$ cat config.mk
export PLATFORM = sky130hd
export DESIGN_NAME = i4003_ctrl_flat
export DESIGN_NICKNAME = d
export VERILOG_FILES = /design/src/rtl/i4003_pkg.sv /design/src/rtl/i4003_ctrl_if.sv /design/src/rtl/i4003_cp_gen.sv /design/src/rtl/i4003_ctrl.sv /design/src/flat_wrapper.sv
export SDC_FILE = /design/constraint.sdc
export NUM_CORES = 1
export LEC_CHECK = 0
export ABC_AREA = 1
export CAP_MARGIN = 20
export CORE_MARGIN = 8
export CORE_UTILIZATION = 30
export CTS_CLUSTER_SIZE = 8
export DETAILED_ROUTE_END_ITERATION = 8
export DONT_BUFFER_PORTS = 1
export SETUP_SLACK_MARGIN = 0.5
export SYNTH_ARGS = -nofsm -noshare
export SYNTH_HDL_FRONTEND = slang
export SYNTH_HIERARCHICAL = 1
export SYNTH_SLANG_ARGS = --single-unit
$ cat constraint.sdc
create_clock -name CLK_i -period 1.5 [get_ports CLK_i]
set_input_delay 0.15 -clock CLK_i [delete_from_list [all_inputs] [get_ports CLK_i]]
set_output_delay 0.15 -clock CLK_i [all_outputs]
set_load 0.02 [all_outputs]
$ cat src/rtl/i4003_pkg.sv
// Shared types and helpers for the i4003 serial loader.
package i4003_pkg;

  typedef enum logic [1:0] {
    ST_IDLE,
    ST_SHIFT_LO,
    ST_SHIFT_HI,
    ST_DONE
  } state_e;

  // One i4003 holds ten bits; cascades are multiples of this.
  localparam int I4003_BITS = 10;

  // The bit counter holds WIDTH-1 down to 0.
  function automatic int bitcnt_w(input int width);
    return (width > 1) ? $clog2(width) : 1;
  endfunction

endpackage

$ cat src/rtl/i4003_ctrl_if.sv
// Load handshake and readback bus between a register block and i4003_ctrl.
// Signal names are seen from the controller side (_i into it, _o out of it).
interface i4003_ctrl_if #(
  parameter int WIDTH = 10
);
  logic             LOAD_VALID_i;
  logic             LOAD_READY_o;
  logic [WIDTH-1:0] LOAD_DATA_i;
  logic             DONE_o;
  logic [WIDTH-1:0] RD_DATA_o;

  modport master (
    output LOAD_VALID_i, LOAD_DATA_i,
    input  LOAD_READY_o, DONE_o, RD_DATA_o
  );

  modport slave (
    input  LOAD_VALID_i, LOAD_DATA_i,
    output LOAD_READY_o, DONE_o, RD_DATA_o
  );
endinterface

$ cat src/rtl/i4003_cp_gen.sv
// CP phase generator: counts DIV clocks per CP half-period, strobes the last
// cycle of each half-period and toggles the CP level at that point.
module i4003_cp_gen #(
  parameter int DIV = 4
) (
  input  logic i_clk,
  input  logic i_rst,
  input  logic i_start,
  input  logic i_clr,
  output logic o_phase_end,
  output logic o_cp
);

  localparam int PW = (DIV > 1) ? $clog2(DIV) : 1;

  logic [PW-1:0] r_cnt;
  logic          r_cp;

  assign o_phase_end = (r_cnt == PW'(DIV - 1));
  assign o_cp        = r_cp;

  // Phase counter and CP level; held at zero whenever not shifting so the
  // first half-period after a start is always a full low phase.
  always_ff @(posedge i_clk) begin
    if (i_rst || i_start || i_clr) begin
      r_cnt <= '0;
      r_cp  <= 1'b0;
    end else if (o_phase_end) begin
      r_cnt <= '0;
      r_cp  <= ~r_cp;
    end else begin
      r_cnt <= r_cnt + PW'(1);
    end
  end

endmodule

$ cat src/rtl/i4003_ctrl.sv
// Serial loader/sequencer for an i4003 chain (WIDTH bits, MSB first).
// E is held low while shifting and raised once the word is in place.
// Build option: define I4003_CTRL_READBACK_EN to capture the bits pushed out
// of SERIAL_OUT and present the previous chain contents on RD_DATA_o.
module i4003_ctrl
  import i4003_pkg::*;
#(
  parameter int WIDTH = I4003_BITS,
  parameter int DIV   = 4
) (
  input  logic              CLK_i,
  input  logic              RST_i,
  i4003_ctrl_if.slave       bus,
  output logic              CP_o,
  output logic              DATA_o,
  output logic              E_o,
  input  logic              SERIAL_IN_i
);

  localparam int CNT_W = bitcnt_w(WIDTH);

  state_e           r_state;
  state_e           w_next;
  logic [WIDTH-1:0] r_shift;
  logic [CNT_W-1:0] r_bitcnt;
  logic             r_data;
  logic             r_armed;
  logic             w_accept;
  logic             w_run;
  logic             w_phase_end;
  logic             w_cp;
  logic             w_last_bit;

  assign w_accept   = (r_state == ST_IDLE) && bus.LOAD_VALID_i;
  assign w_run      = (r_state == ST_SHIFT_LO) || (r_state == ST_SHIFT_HI);
  assign w_last_bit = (r_bitcnt == '0);

  i4003_cp_gen #(.DIV(DIV)) u_cp_gen (
    .i_clk       (CLK_i),
    .i_rst       (RST_i),
    .i_start     (w_accept),
    .i_clr       (~w_run),
    .o_phase_end (w_phase_end),
    .o_cp        (w_cp)
  );

  // State register.
  always_ff @(posedge CLK_i) begin
    if (RST_i) r_state <= ST_IDLE;
    else       r_state <= w_next;
  end

  // Next-state: low half, high half per bit, then a one-cycle DONE.
  always_comb begin
    w_next = r_state;
    case (r_state)
      ST_IDLE:     if (w_accept)    w_next = ST_SHIFT_LO;
      ST_SHIFT_LO: if (w_phase_end) w_next = ST_SHIFT_HI;
      ST_SHIFT_HI: if (w_phase_end) w_next = w_last_bit ? ST_DONE : ST_SHIFT_LO;
      ST_DONE:                      w_next = ST_IDLE;
      default:                      w_next = ST_IDLE;
    endcase
  end

  // Data shifter: DATA_o only changes on entry to a low half, so it is stable
  // across the CP rising edge; r_armed keeps E high in IDLE after a load.
  always_ff @(posedge CLK_i) begin
    if (RST_i) begin
      r_shift  <= '0;
      r_bitcnt <= '0;
      r_data   <= 1'b0;
      r_armed  <= 1'b0;
    end else begin
      if (w_accept) begin
        r_shift  <= bus.LOAD_DATA_i << 1;
        r_data   <= bus.LOAD_DATA_i[WIDTH-1];
        r_bitcnt <= CNT_W'(WIDTH - 1);
        r_armed  <= 1'b0;
      end else if ((r_state == ST_SHIFT_HI) && w_phase_end && !w_last_bit) begin
        r_shift  <= r_shift << 1;
        r_data   <= r_shift[WIDTH-1];
        r_bitcnt <= r_bitcnt - CNT_W'(1);
      end
      if (r_state == ST_DONE) r_armed <= 1'b1;
    end
  end

  assign CP_o             = w_cp;
  assign DATA_o           = r_data;
  assign E_o              = (r_state == ST_DONE) || ((r_state == ST_IDLE) && r_armed);
  assign bus.LOAD_READY_o = (r_state == ST_IDLE);
  assign bus.DONE_o       = (r_state == ST_DONE);

`ifdef I4003_CTRL_READBACK_EN
  logic [WIDTH-1:0] r_cap;
  logic [WIDTH-1:0] r_rd;

  // Capture SERIAL_OUT just before each CP rise (old MSB leaves first), and
  // publish the full old word as the shifter enters DONE.
  always_ff @(posedge CLK_i) begin
    if (RST_i) begin
      r_cap <= '0;
      r_rd  <= '0;
    end else begin
      if ((r_state == ST_SHIFT_LO) && w_phase_end)
        r_cap <= (r_cap << 1) | WIDTH'(SERIAL_IN_i);
      if ((r_state == ST_SHIFT_HI) && w_phase_end && w_last_bit)
        r_rd <= r_cap;
    end
  end

  assign bus.RD_DATA_o = r_rd;
`else
  logic w_unused_serial;
  assign w_unused_serial = SERIAL_IN_i;
  assign bus.RD_DATA_o   = '0;
`endif

endmodule
$ cat src/flat_wrapper.sv
// flat-port wrapper written by rule: the top's interface ports become plain ports
module i4003_ctrl_flat import i4003_pkg::*;
#(
  parameter int WIDTH = I4003_BITS,
  parameter int DIV   = 4
)
  (CLK_i, RST_i, CP_o, DATA_o, E_o, SERIAL_IN_i, bus_LOAD_VALID_i, bus_LOAD_DATA_i, bus_LOAD_READY_o, bus_DONE_o, bus_RD_DATA_o);
  i4003_ctrl_if #(.WIDTH(WIDTH)) bus_i ();
  input  logic CLK_i;
  input  logic RST_i;
  output logic CP_o;
  output logic DATA_o;
  output logic E_o;
  input  logic SERIAL_IN_i;
  input wire logic [$bits(bus_i.LOAD_VALID_i)-1:0] bus_LOAD_VALID_i;
  input wire logic [$bits(bus_i.LOAD_DATA_i)-1:0] bus_LOAD_DATA_i;
  output wire logic [$bits(bus_i.LOAD_READY_o)-1:0] bus_LOAD_READY_o;
  output wire logic [$bits(bus_i.DONE_o)-1:0] bus_DONE_o;
  output wire logic [$bits(bus_i.RD_DATA_o)-1:0] bus_RD_DATA_o;
  assign bus_i.LOAD_VALID_i = bus_LOAD_VALID_i;
  assign bus_i.LOAD_DATA_i = bus_LOAD_DATA_i;
  assign bus_LOAD_READY_o = bus_i.LOAD_READY_o;
  assign bus_DONE_o = bus_i.DONE_o;
  assign bus_RD_DATA_o = bus_i.RD_DATA_o;
  i4003_ctrl #(.WIDTH(WIDTH), .DIV(DIV)) u_core (.CLK_i(CLK_i), .RST_i(RST_i), .bus(bus_i), .CP_o(CP_o), .DATA_o(DATA_o), .E_o(E_o), .SERIAL_IN_i(SERIAL_IN_i));
endmodule
After elaboration in Yosys (flattened, before gate mapping)
Cells that the tools add are included.
- flip-flop bits (word level): 20
- output and inout port bits: 15
- add/sub/neg operators: 2
- eq/ne operators: 7
- multiplexer cells: 13
- bitwise gates (word level): 2
- reduce and logical (&&, ||, !) cells: 16
- operator list (cell ; count):
    2-to-1 mux 10 bit ; 2
    2-to-1 mux 2 bit ; 4
    2-to-1 mux 4 bit ; 2
    case mux 2 bit (4 select lines) ; 1
    equality test 2 bit (second input constant) ; 3
    inequality test 2 x 1 -> 1 bit (second input constant) ; 3
    logical AND 1 bit ; 4
    logical NOT 4 bit ; 1
    logical OR 1 bit ; 4
    2-to-1 mux 1 bit ; 4
    nonzero test 2 bit ; 2
    OR reduction 2 bit ; 2
    subtractor 4 x 1 -> 4 bit (second input constant) ; 1
    AND reduction 3 bit ; 1
    adder 2 x 1 -> 2 bit (second input constant) ; 1
    equality test 2 x 1 -> 1 bit (second input constant) ; 1
    logical NOT 2 bit ; 1
    NOT 1 bit ; 2
    logical NOT 1 bit ; 1

Depth between registers and ports, before layout
- depth in word-level cells: 5
- gate-level depth with buffers: 9
- depth with buffers taken out: 8

By module
Netlist, hierarchy kept.
- by module, submodules not included (module ; times used ; cells each ; area each (µm²) ; sequential area each (µm²)):
    i4003_ctrl ; 1 ; 152 ; 1054.8 ; 340.3
    i4003_cp_gen ; 1 ; 17 ; 130.1 ; 60.1

Worst setup path after synthesis
Ideal clock, no wire load.
- path kind: register to output
- start point: register u_core.r_state[0]
- end point: output E_o
- arrival time: 1.300 ns
- required time: 1.350 ns
- setup slack: 0.050 ns
- cell stages (with the launch flop): 5
- path buffers: 0
- cell sequence: dfxtp_1 > inv_1 > ha_1 > inv_1 > o21ai_0
- word-level cells in the longest chain between the ends: 3
- elaborated cells on any way between the ends: 4
- classes of those cells: eq/ne (1); reduce/logical (3)
- RTL lines (element ; RTL line ; source):
    start: declaration ; i4003_ctrl.sv:22 ; state_e r_state;
    start signal: assignment ; i4003_ctrl.sv:50 ; else r_state <= w_next;
    logical NOT 2 bit ; -- ;
    via bus_LOAD_READY_o ; flat_wrapper.sv:17 ; output wire logic [$bits(bus_i.LOAD_READY_o)-1:0] bus_LOAD_READY_o;
    logical AND 1 bit ; i4003_ctrl.sv:90 ; assign E_o = (r_state == ST_DONE) || ((r_state == ST_IDLE) && r_armed);
    logical OR 1 bit ; i4003_ctrl.sv:90 ;
    end: declaration ; flat_wrapper.sv:13 ; output logic E_o;
The timed path passes the listed nets, and every way through them passes these cells.

Final worst setup path
- start point: register u_core.r_state[1]
- end point: register u_core.r_data (netlist: u_core/DATA_o)
- word-level cells in the longest chain between the ends: 4
- elaborated cells on any way between the ends: 7
- classes of those cells: eq/ne (1); mux (1); reduce/logical (5)
- RTL lines (element ; RTL line ; source):
    equality test 2 bit ; i4003_ctrl.sv:79 ; end else if ((r_state == ST_SHIFT_HI) && w_phase_end && !w_last_bit) begin
    logical AND 1 bit (2 in a row) ; i4003_ctrl.sv:79 ;
    nonzero test 2 bit (no source line) ; -- ;
    end signal: assignment ; i4003_ctrl.sv:76 ; r_data <= bus.LOAD_DATA_i[WIDTH-1];
    end signal: assignment ; i4003_ctrl.sv:81 ; r_data <= r_shift[WIDTH-1];
    end: declaration ; i4003_ctrl.sv:26 ; logic r_data;
Several ways; a longest one is shown, not always the timed one.
A chain may end at the register's enable or synchronous reset.

==> results.md <==
- DR WL/cell: 13.3 um
- Worst Hold End: u_core/r_bitcnt[1]
- Placement Cell Area: 0.00129 mm^2
- Clock-pin slew on the worst setup and hold paths: 0.08 ns
- Number of setup violations in the final report: 0
- DR iter-0 viols: 42
- DRT Pass-1 Iters: 4
- WP data required: 1.63 ns
- Tightest Pin Transition: 0.528 ns
- WS Path Type: flop to flop
- Maximum buffer depth of the clock tree: 2
- Fmax: 743 MHz
- Share of layout cells above drive strength 1: 41.2%
- CP Capture Type: flop
- CTS buffer count: 3
- Htree depth: 1
- Antenna violations before repair: 0
- Global-route wire length before repair: 4.89 mm
- Met1 WL: 1.28 mm
- Ant diodes: 0
- Seq cells post-synth: 20
- Maximum VDD drop: 0.584 mV
- Die height: 78.8 um
- R2R Path Start: u_core/r_state[1]
- Top Ports: 29
- Top Layer Used: met4
- Max Cap Viol: 0
- Power Density: 1520 mW/mm^2
- Leak: 0.696 nW
- Via Count: 1107
- Die X: 78.8 um
- Register-to-Register Path Depth: 8
- Synthesis Warnings: 6
- Sequential area share after synthesis: 33.8%
- Largest net degree at the start of global routing: 16
- Max_slew headroom: 64.7%
- Unrepaired setup endpoints after global routing: yes
- Vias per cell: 4.67
- Hold Fails Final Rpt: 0
- Later-pin clock latency in the skew report: 0.26 ns
- # rows: 23
- Storage cell area: 410 um^2
- DP HPWL: 1.73 mm
- Yosys cell types: 24
- Synth Area per Inst: 7.01 um^2
- Final cycle utilization of the critical path: 89.7%
- Final TNS setup: 0 ns
- Hold WC Path Type: input pin to flop
- Clock period minus worst slack: 1.35 ns
- Root buf cell: clkbuf_8
- Final cell area excluding filler cells: 0.00178 mm^2
- GPL Wtd Cong: 0.741
- Critical Path Start: u_core/r_state[1]
- Clock sinks: 20
- Max FO, Critical Path: 7
- R2R setup slack: 0.15 ns
- HP Start: RST_i
- Cell Area, Synth: 0.00118 mm^2
- Final nets: 208
- Area grow syn2layout: 49.8%
- Gr usage total: 9.81%
- Met3 routed WL: 175 um
- Starting Density: 30.3%
- Crit path launch type: flop
- Port Buffer Count: 0
- Multi-input logic area: 843 um^2
- Final Max Tran Viols: 0
- Hold path depth: 3
- CTS tree: yes
- Setup Skew: 0.00310 ns
- Final WL: 3.14 mm
- Fillers: 380
- Cell count after synthesis: 169
- Die area: 0.00622 mm^2
- Status: finished clean
- Remaining Overflow, GRT: 0
- ANT nets after route: 0
- Data arrival time of the worst path: 1.48 ns
- Core Region: 0.00391 mm^2
- Worst R2R End: u_core/DATA_o
- WL met2: 1.67 mm
- Residual DRC: 0
- Vias in the first global route: 1043
## power by group
part           switching [mW]  total [mW]  leakage [nW]  internal, mW
sequential             0.0830       0.719         0.165         0.636
combinational           0.789        1.51         0.497         0.718
clock                   0.183       0.472        0.0339         0.289
total                    1.05        2.70         0.696          1.64
## logic make-up (layout without fill, tap and decap cells)
| group | count (synthesis) | after routing | synth area share (%) |
|---|---|---|---|
| flops | 20 | 20 | 33.8 |
| other cells | 1 | 10 | 0.316 |
| simple gates | 57 | 58 | 21.8 |
| fa+ha+maj | 6 | 6 | 6.34 |
| compound gates | 39 | 39 | 18.0 |
| buf+inv | 46 | 54 | 19.9 |
## how the worst max path moves through the flow
| stage | endpoint | slack [ns] | cells after the start |
|---|---|---|---|
| 2_1_floorplan | u_core/DATA_o | 0.31 | 8 |
| 3_3_place_gp | u_core/r_bitcnt[2] | 0.20 | 7 |
| 3_5_place_dp | u_core/r_bitcnt[2] | 0.16 | 7 |
| 4_1_cts | E_o | 0.19 | 5 |
| 5_1_grt | u_core/r_shift[8] | 0.1 | 9 |
| 6_report | u_core/DATA_o | 0.15 | 8 |
## per-stage QoR
| step | setup WS (ns) | utilization (%) | hold WS, ns | std cells | total power [mW] |
|---|---|---|---|---|---|
| final | 0.154 | 45.4 | 0.0308 | 237 | 2.70 |
| after global placement | 0.195 | 32.9 | 0.223 | 218 | 1.55 |
| after detailed placement | 0.159 | 32.9 | 0.225 | 218 | 1.57 |
| after CTS | 0.189 | 40.9 | 0.0266 | 232 | 2.46 |
| after global routing | 0.0960 | 45.4 | 0.0286 | 237 | 2.89 |
| after floorplan | 0.312 | - | 0.219 | 178 | 1.44 |
## registers in the layout, indices dropped and copies added (netlist names)
signal and count:
u_core/DATA_o 1, u_core/r_armed 1, u_core/r_bitcnt 4, u_core/r_shift 9, u_core/r_state 2, u_core/u_cp_gen/o_cp 1, u_core/u_cp_gen/r_cnt 2
## cells in the mapped netlist
master    number  share of area [%]
o211ai_1       1               0.63
nand3_2        2                1.7
a21oi_4        1                1.4
inv_2          1               0.32
conb_1         1               0.32
nand2_2        2                1.1
or2_2          1               0.53
o21ai_0       15                6.3
nor2_2         2                1.1
clkbuf_1       1               0.32
nand3_1       15                6.3
ha_1           6                6.3
nor2_1        11                3.5
buf_4         12                7.6
nand2_1       24                7.6
clkbuf_2       1               0.42
buf_6          2                1.9
o21bai_1       1               0.63
a21oi_1       12                5.1
buf_2          1               0.42
o22ai_1        1               0.53
o21ai_1        8                3.4
inv_1         28                8.9
dfxtp_1       20                 34
## area by class of cell
type                    count  area share [%]
clock buffers               4            3.74
well taps                  50            3.52
inverters                  29            6.98
flip-flops and latches     20            23.1
multi-input cells         113            47.5
repair buffers             21            15.2
## critical path, cell delays in order (launching register included)
cell and delay, ns:
dfxtp_4 0.39, inv_4 0.05, ha_4 0.17, nand2_4 0.11, inv_8 0.06, buf_12 0.12, buf_16 0.13, o21ai_1 0.12
a21oi_1 0.06
## layout by cell type, fill, tap and decap left out
| cell | Yosys | final |
|---|---|---|
| a21oi_1 | 12 | 10 |
| a21oi_2 | 0 | 2 |
| a21oi_4 | 1 | 1 |
| buf_12 | 0 | 2 |
| buf_16 | 0 | 2 |
| buf_4 | 12 | 9 |
| buf_6 | 2 | 5 |
| buf_8 | 0 | 1 |
| clkbuf_16 | 0 | 2 |
| clkbuf_8 | 0 | 3 |
| conb_1 | 1 | 10 |
| dfxtp_1 | 20 | 16 |
| dfxtp_2 | 0 | 2 |
| dfxtp_4 | 0 | 2 |
| dlygate4sd3_1 | 0 | 1 |
| ha_1 | 6 | 2 |
| ha_4 | 0 | 4 |
| inv_1 | 28 | 23 |
| inv_2 | 1 | 2 |
| inv_4 | 0 | 3 |
| inv_8 | 0 | 1 |
| nand2_1 | 24 | 19 |
| nand2_2 | 2 | 3 |
| nand2_4 | 0 | 4 |
| nand3_1 | 15 | 11 |
| nand3_2 | 2 | 5 |
| nand3_4 | 0 | 2 |
| nor2_1 | 11 | 8 |
| nor2_2 | 2 | 3 |
| nor2_4 | 0 | 2 |
| o211ai_1 | 1 | 1 |
| o21ai_0 | 15 | 1 |
| o21ai_1 | 8 | 6 |
| o21ai_2 | 0 | 10 |
| o21ai_4 | 0 | 6 |
| o21bai_1 | 1 | 1 |
| o22ai_1 | 1 | 1 |
| or2_4 | 0 | 1 |
## layer usage
metal	GRT usage [%]	up-vias
met4	1.67	0
met1	10.2	531
met2	18.6	21
met5	0	-
li1	-	553
met3	3.39	2
## timing repair
action                     4_1_cts  5_1_grt
setup endpoints to repair       23       23
hold buffers                     1        0
cloned                           4        1
resized for setup               34       26
setup buffers                    5        4
pin swaps                        4       14
hold endpoints to repair        12        0
Power figures use the tool's default switching activity.
